[config.mk]
export PLATFORM = sky130hd
export DESIGN_NAME = vector_scalar_expand
export DESIGN_NICKNAME = d
export VERILOG_FILES = /design/src/rtl/vector_scalar_expand_pkg.sv /design/src/rtl/vector_elem_enable.sv /design/src/rtl/vector_scalar_expand.sv
export SDC_FILE = /design/constraint.sdc
export NUM_CORES = 1
export LEC_CHECK = 0
export BUFFER_PORTS_ARGS = -buffer_cell sky130_fd_sc_hd__buf_2
export CORE_MARGIN = 8
export CORE_UTILIZATION = 55
export CTS_BUF_LIST = sky130_fd_sc_hd__clkbuf_4
export DETAILED_ROUTE_END_ITERATION = 12
export HOLD_SLACK_MARGIN = 0.1
export PLACE_DENSITY = 0.8
export SYNTH_ARGS = -nofsm -noshare
export SYNTH_HDL_FRONTEND = slang
export SYNTH_SLANG_ARGS = --single-unit
export TNS_END_PERCENT = 10
[constraint.sdc]
create_clock -name clk -period 15.5 [get_ports clk]
set_input_delay 0.775 -clock clk [delete_from_list [all_inputs] [get_ports clk]]
set_output_delay 0.775 -clock clk [all_outputs]
set_load 0.05 [all_outputs]
[src/rtl/vector_scalar_expand_pkg.sv]
// vector_scalar_expand_pkg: shared types and the scalar truncation helper for the expansion unit
package vector_scalar_expand_pkg;
  typedef enum logic [1:0] {EW8, EW16, EW32} vsew_e;
  typedef enum logic [1:0] {EXP_SPLAT, EXP_MERGE, EXP_MOVS} exp_op_e;
  typedef enum logic [1:0] {ST_IDLE, ST_RUN, ST_WAIT, ST_DONE} exp_state_e;
  function automatic logic [31:0] sew_trunc(vsew_e s, logic [31:0] x);
    return s == EW8 ? {24'b0, x[7:0]} : s == EW16 ? {16'b0, x[15:0]} : x;
  endfunction
endpackage

[src/rtl/vector_elem_enable.sv]
// vector_elem_enable: per-byte write enables of one register of a group (vsew, reg_idx, vl, op -> be)
module vector_elem_enable
  import vector_scalar_expand_pkg::*;
#(parameter int VLEN = 64) (
  input  vsew_e                  vsew,
  input  logic [2:0]             reg_idx,
  input  logic [$bits(VLEN)-1:0] vl,
  input  exp_op_e                op,
  output logic [VLEN/8-1:0]      be
);
  always_comb begin
    be = '0;
    for (int b = 0; b < VLEN/8; b++)
      be[b] = op == EXP_MOVS ? (reg_idx == 3'd0 && (b >> vsew) == 0 && vl != '0)
            : int'(reg_idx) * ((VLEN/8) >> vsew) + (b >> vsew) < vl;
  end
endmodule

[src/rtl/vector_scalar_expand.sv]
// vector_scalar_expand: broadcasts a scalar across a vector register group, one VLEN beat per register
module vector_scalar_expand
  import vector_scalar_expand_pkg::*;
#(parameter int VLEN = 64) (
  input  logic                   clk,
  input  logic                   reset,
  input  logic                   start_i,
  input  exp_op_e                op_i,
  input  vsew_e                  vsew_i,
  input  logic [3:0]             vlmul_regs_i,
  input  logic [$bits(VLEN)-1:0] vl_i,
  input  logic [31:0]            scalar_i,
  input  logic [VLEN-1:0]        mask_i,
  output logic [2:0]             rd_idx_o,
  input  logic [VLEN-1:0]        vs2_i,
  output logic                   out_valid_o,
  input  logic                   out_ready_i,
  output logic [VLEN-1:0]        out_data_o,
  output logic [VLEN/8-1:0]      out_be_o,
  output logic [2:0]             out_reg_o,
  output logic                   out_last_o,
  output logic                   busy_o,
  output logic                   done_o
);
  localparam int MW = $clog2(VLEN);
  exp_state_e state, state_n;
  exp_op_e op_q;
  vsew_e sew_q;
  logic [3:0] nbeats_q, cnt;
  logic [$bits(VLEN)-1:0] vl_q;
  logic [31:0] scalar_q;
  logic [VLEN-1:0] splat, data_n;
  logic [VLEN/8-1:0] be_n;
  logic load, last_load, accept;
  vector_elem_enable #(.VLEN(VLEN)) u_en (.vsew(sew_q), .reg_idx(cnt[2:0]), .vl(vl_q), .op(op_q), .be(be_n));
  always_comb begin
    load = state == ST_RUN && (!out_valid_o || out_ready_i);
    last_load = load && cnt == nbeats_q - 4'd1;
    accept = out_valid_o && out_ready_i;
    splat = sew_q == EW8 ? {VLEN/8{scalar_q[7:0]}} : sew_q == EW16 ? {VLEN/16{scalar_q[15:0]}} : {VLEN/32{scalar_q}};
  end
  always_comb begin
    data_n = '0;
    for (int b = 0; b < VLEN/8; b++)
      data_n[8*b +: 8] = !be_n[b] ? 8'h0
        : op_q == EXP_MERGE && !mask_i[MW'(int'(cnt[2:0]) * ((VLEN/8) >> sew_q) + (b >> sew_q))] ? vs2_i[8*b +: 8]
        : splat[8*b +: 8];
  end
  always_ff @(posedge clk)
    if (reset) state <= ST_IDLE;
    else state <= state_n;
  always_comb
    state_n = state == ST_IDLE ? (start_i ? (vl_i == '0 ? ST_DONE : ST_RUN) : ST_IDLE)
            : state == ST_RUN  ? (last_load ? ST_WAIT : ST_RUN)
            : state == ST_WAIT ? (accept ? ST_DONE : ST_WAIT)
            : ST_IDLE;
  always_comb begin
    busy_o = state != ST_IDLE;
    rd_idx_o = state == ST_RUN ? cnt[2:0] : 3'd0;
  end
  always_ff @(posedge clk)
    if (reset) begin
      op_q <= EXP_SPLAT;
      sew_q <= EW8;
      nbeats_q <= '0;
      vl_q <= '0;
      scalar_q <= '0;
      cnt <= '0;
      out_valid_o <= 1'b0;
      out_data_o <= '0;
      out_be_o <= '0;
      out_reg_o <= '0;
      out_last_o <= 1'b0;
      done_o <= 1'b0;
    end else begin
      done_o <= state == ST_DONE;
      if (state == ST_IDLE && start_i) begin
        op_q <= op_i;
        sew_q <= vsew_i;
        nbeats_q <= op_i == EXP_MOVS ? 4'd1 : vlmul_regs_i;
        vl_q <= vl_i;
        scalar_q <= sew_trunc(vsew_i, scalar_i);
        cnt <= '0;
      end
      if (load) begin
        out_valid_o <= 1'b1;
        out_data_o <= data_n;
        out_be_o <= be_n;
        out_reg_o <= cnt[2:0];
        out_last_o <= last_load;
        cnt <= cnt + 4'd1;
      end else if (accept) out_valid_o <= 1'b0;
    end
endmodule

==> results.py <==
metrics = {
    "layout": {
        "fillers": 2122,
        "drive_above_1_share": 0.287,
        "area_growth_pct": 13.2,
        "fin_cells": 2095,
        "fin_nets": 2053,
    },
    "worst_setup_path": {
        "required_ns": 16.03,
        "r2r_cells": 21,
        "setup.worst_path.start": "sew_q[1]",
        "regToRegStartpoint": "sew_q[1]",
        "crit_fanout": 25,
        "critPathKind": "flop to flop",
        "start_kind": "flop",
        "reg2reg_to": "out_data_o[30]",
        "crit_end": "out_data_o[30]",
        "end_kind": "flop",
        "worst-r2r-setup-slack_ns": 8.89,
        "cp.arrival_ns": 7.14,
    },
    "detailed_routing": {
        "drcViolationCount": 0,
        "wl_per_cell_um": 23.3,
        "first_iter_violations": 1877,
        "top_layer_used": "met4",
        "vias": 13800,
        "totalWireLength_um": 48800,
        "ant_nets": 0,
        "m1WireLength_um": 18300,
        "wl_met3_um": 5760,
        "viasPerCell": 6.61,
        "first_pass_iters": 6,
        "route.met2.wl_um": 22800,
    },
    "power_and_ir_drop": {
        "power_w": 0.00111,
        "p_leak_nw": 6.73,
        "power.density_nw_per_um2": 69.8,
        "vdd_drop_max_mv": 0.0603,
    },
    "global_routing": {
        "track_usage": 0.303,
        "grt_pass1_wl_um": 75100,
        "grt_remaining_overflow": 0,
        "grt_max_degree": 84,
        "antenna_found_initial": 1,
        "grt_pass1_vias": 13600,
    },
    "place": {
        "port-buffer-count": 285,
        "place_congestion": 1.02,
        "numPlacedInstances": 2062,
        "dpl.hpwl_um": 37200,
    },
    "cts": {
        "cts_resized": 0,
        "clock_latency_ns": 0.57,
        "cts_tree": "built",
        "cts_inserted_buffers": 17,
        "cts_root_buffer": "clkbuf_4",
        "cts.reportedPaths.clkPinSlew_ns": 0.16,
        "cts-htree-levels": 4,
        "cts_buffer_depth": 2,
        "post-cts-setup-buffers": 0,
        "hold_buffers": 0,
        "cts_sinks": 156,
    },
    "floorplanning": {
        "die-area_um2": 30900,
        "row_count": 58,
        "die_w_um": 176,
        "pin_count": 286,
        "die-height_um": 176,
        "start_util": 0.559,
        "core-area_um2": 25100,
    },
    "timing": {
        "fmax_mhz": 151,
        "slew-limit-headroom": 0.116,
        "hold_violations": 0,
        "min_period_ns": 6.61,
        "maxSlewViolCount": 0,
        "worst_pin_slew_ns": 1.32,
        "rsz0062_at_grt": "false",
        "fin_crit_sh": 0.427,
        "fin_skew_ns": 0.0354,
        "tns_ns": 0,
        "setup-violations-final": 0,
    },
    "synth": {
        "synth_top_area_frac": 0.222,
        "synth_cell_types": 70,
        "ys_warn_count": 0,
        "synth_area_um2": 14000,
        "avgSynthCellArea_um2": 9.18,
        "synth_edf_count": 0,
        "yosysMostFrequentCell": "nand2_1",
        "seq_area_frac_synth": 0.222,
        "ys_ff_latch": 156,
        "synth_common_cells": "nand2_1 (262), dfxtp_1 (156), mux4_2 (129)",
        "synthTopCellsByArea": "dfxtp_1 (22%), mux4_2 (21%), ha_1 (7.8%)",
        "yosys.area.top_type": "dfxtp_1",
        "synth-main-ff-cell": "dfxtp_1",
        "async_flop_share": 0,
        "syn_inst": 1530,
        "syn_nets": 1832,
    },
    "run_status": {
        "run_status": "complete, no violations",
    },
    "worst_hold_path": {
        "hold_class": "input pin to flop",
    },
    "flow_run": {
        "drv_cap": 0,
    },
}
[sequential cells by signal, indices dropped and copies added, names as in the netlist, 2 cells and up]
name,flops
nbeats_q,4
out_reg_o,3
cnt,4
out_be_o,8
out_data_o,64
scalar_q,32
op_q,2
state,2
sew_q,2
vl_q,32
[logic make-up (layout without fill, tap and decap cells)]
| family | Yosys count | in the layout | share of synthesized area |
|---|---|---|---|
| AOI/OAI and AO/OA | 321 | 321 | 0.148 |
| xor gates and xnor gates | 67 | 67 | 0.0468 |
| adders and majority gates | 98 | 98 | 0.0932 |
| buffers and inverters | 139 | 373 | 0.0386 |
| DFF | 156 | 156 | 0.222 |
| muxes | 228 | 228 | 0.279 |
| other | 0 | 1 | 0 |
| and+or+nand+nor | 521 | 521 | 0.172 |
[worst max-delay path: stages (launching register included)]
cell,delay [ns]
dfxtp_1,0.37
inv_1,0.24
ha_1,0.96
and2_1,0.28
fa_1,0.43
ha_1,0.25
inv_1,0.13
fa_1,0.58
inv_2,0.23
nand2_1,0.21
inv_1,0.12
and2_1,0.19
nand2_1,0.18
nor2_1,0.17
ha_1,0.25
and3_1,0.20
a211oi_1,0.23
o21ai_0,0.11
o21ai_0,0.46
a21boi_1,0.68
a32oi_1,0.21
nand2_1,0.10
[where the power goes]
group | internal, W | switching (W)
Clock | 0.0000689 | 0.000164
Combinational | 0.000181 | 0.000257
Sequential | 0.000421 | 0.0000163
[per-layer routing]
layer  track usage  vias up
met1         0.378     6592
met2         0.484      936
li1              -     6160
met5             0        -
met3        0.0837      160
met4         0.133        0
[stage by stage]
stage / util / hold slack [ns] / cell area (µm²) / setup WS, ns
2_1_floorplan: - / 0.431 / 14000 / 9.93
3_3_place_gp: 0.623 / 0.430 / 15600 / 9.36
3_5_place_dp: 0.623 / 0.435 / 15600 / 9.03
4_1_cts: 0.633 / 0.353 / 15900 / 9.01
5_1_grt: 0.633 / 0.354 / 15900 / 8.42
6_report: 0.633 / 0.375 / 15900 / 8.89
[how the worst min path moves through the flow]
stage	from	endpoint	cells past startpoint
2_1_floorplan	scalar_q[24]	scalar_q[24]	2
3_3_place_gp	out_data_o[6]	out_data_o[6]	2
3_5_place_dp	out_data_o[9]	out_data_o[9]	2
4_1_cts	vs2_i[24]	out_data_o[24]	3
5_1_grt	vs2_i[24]	out_data_o[24]	3
6_report	vs2_i[24]	out_data_o[24]	3
[cells in the final DEF, fill, tap and decap left out, drive strengths merged, types with 22 or more instances in the layout]
cell and count:
mux4 129, buf 304, and2 26, dfxtp 156, xnor2 44, o21ai 65
ha 87, nand2b 35, nand2 262, mux2i 79, nand3 44, a21oi 120
xor2 22, inv 45, a21o 24, nor2 68
[final cells by class]
type                            instances  area (µm²)  share of cell area
Inverter                               37         139             0.00874
Multi-Input combinational cell       1235       10400               0.654
Clock buffer                           17         128             0.00803
Timing Repair Buffer                  304        1570              0.0989
Antenna cell                            1        2.50            0.000157
Sequential cell                       156        3120               0.196
Clock inverter                         15         128             0.00803
Tap cell                              330         413              0.0260
No activity file was read; power rests on OpenSTA's default activity.
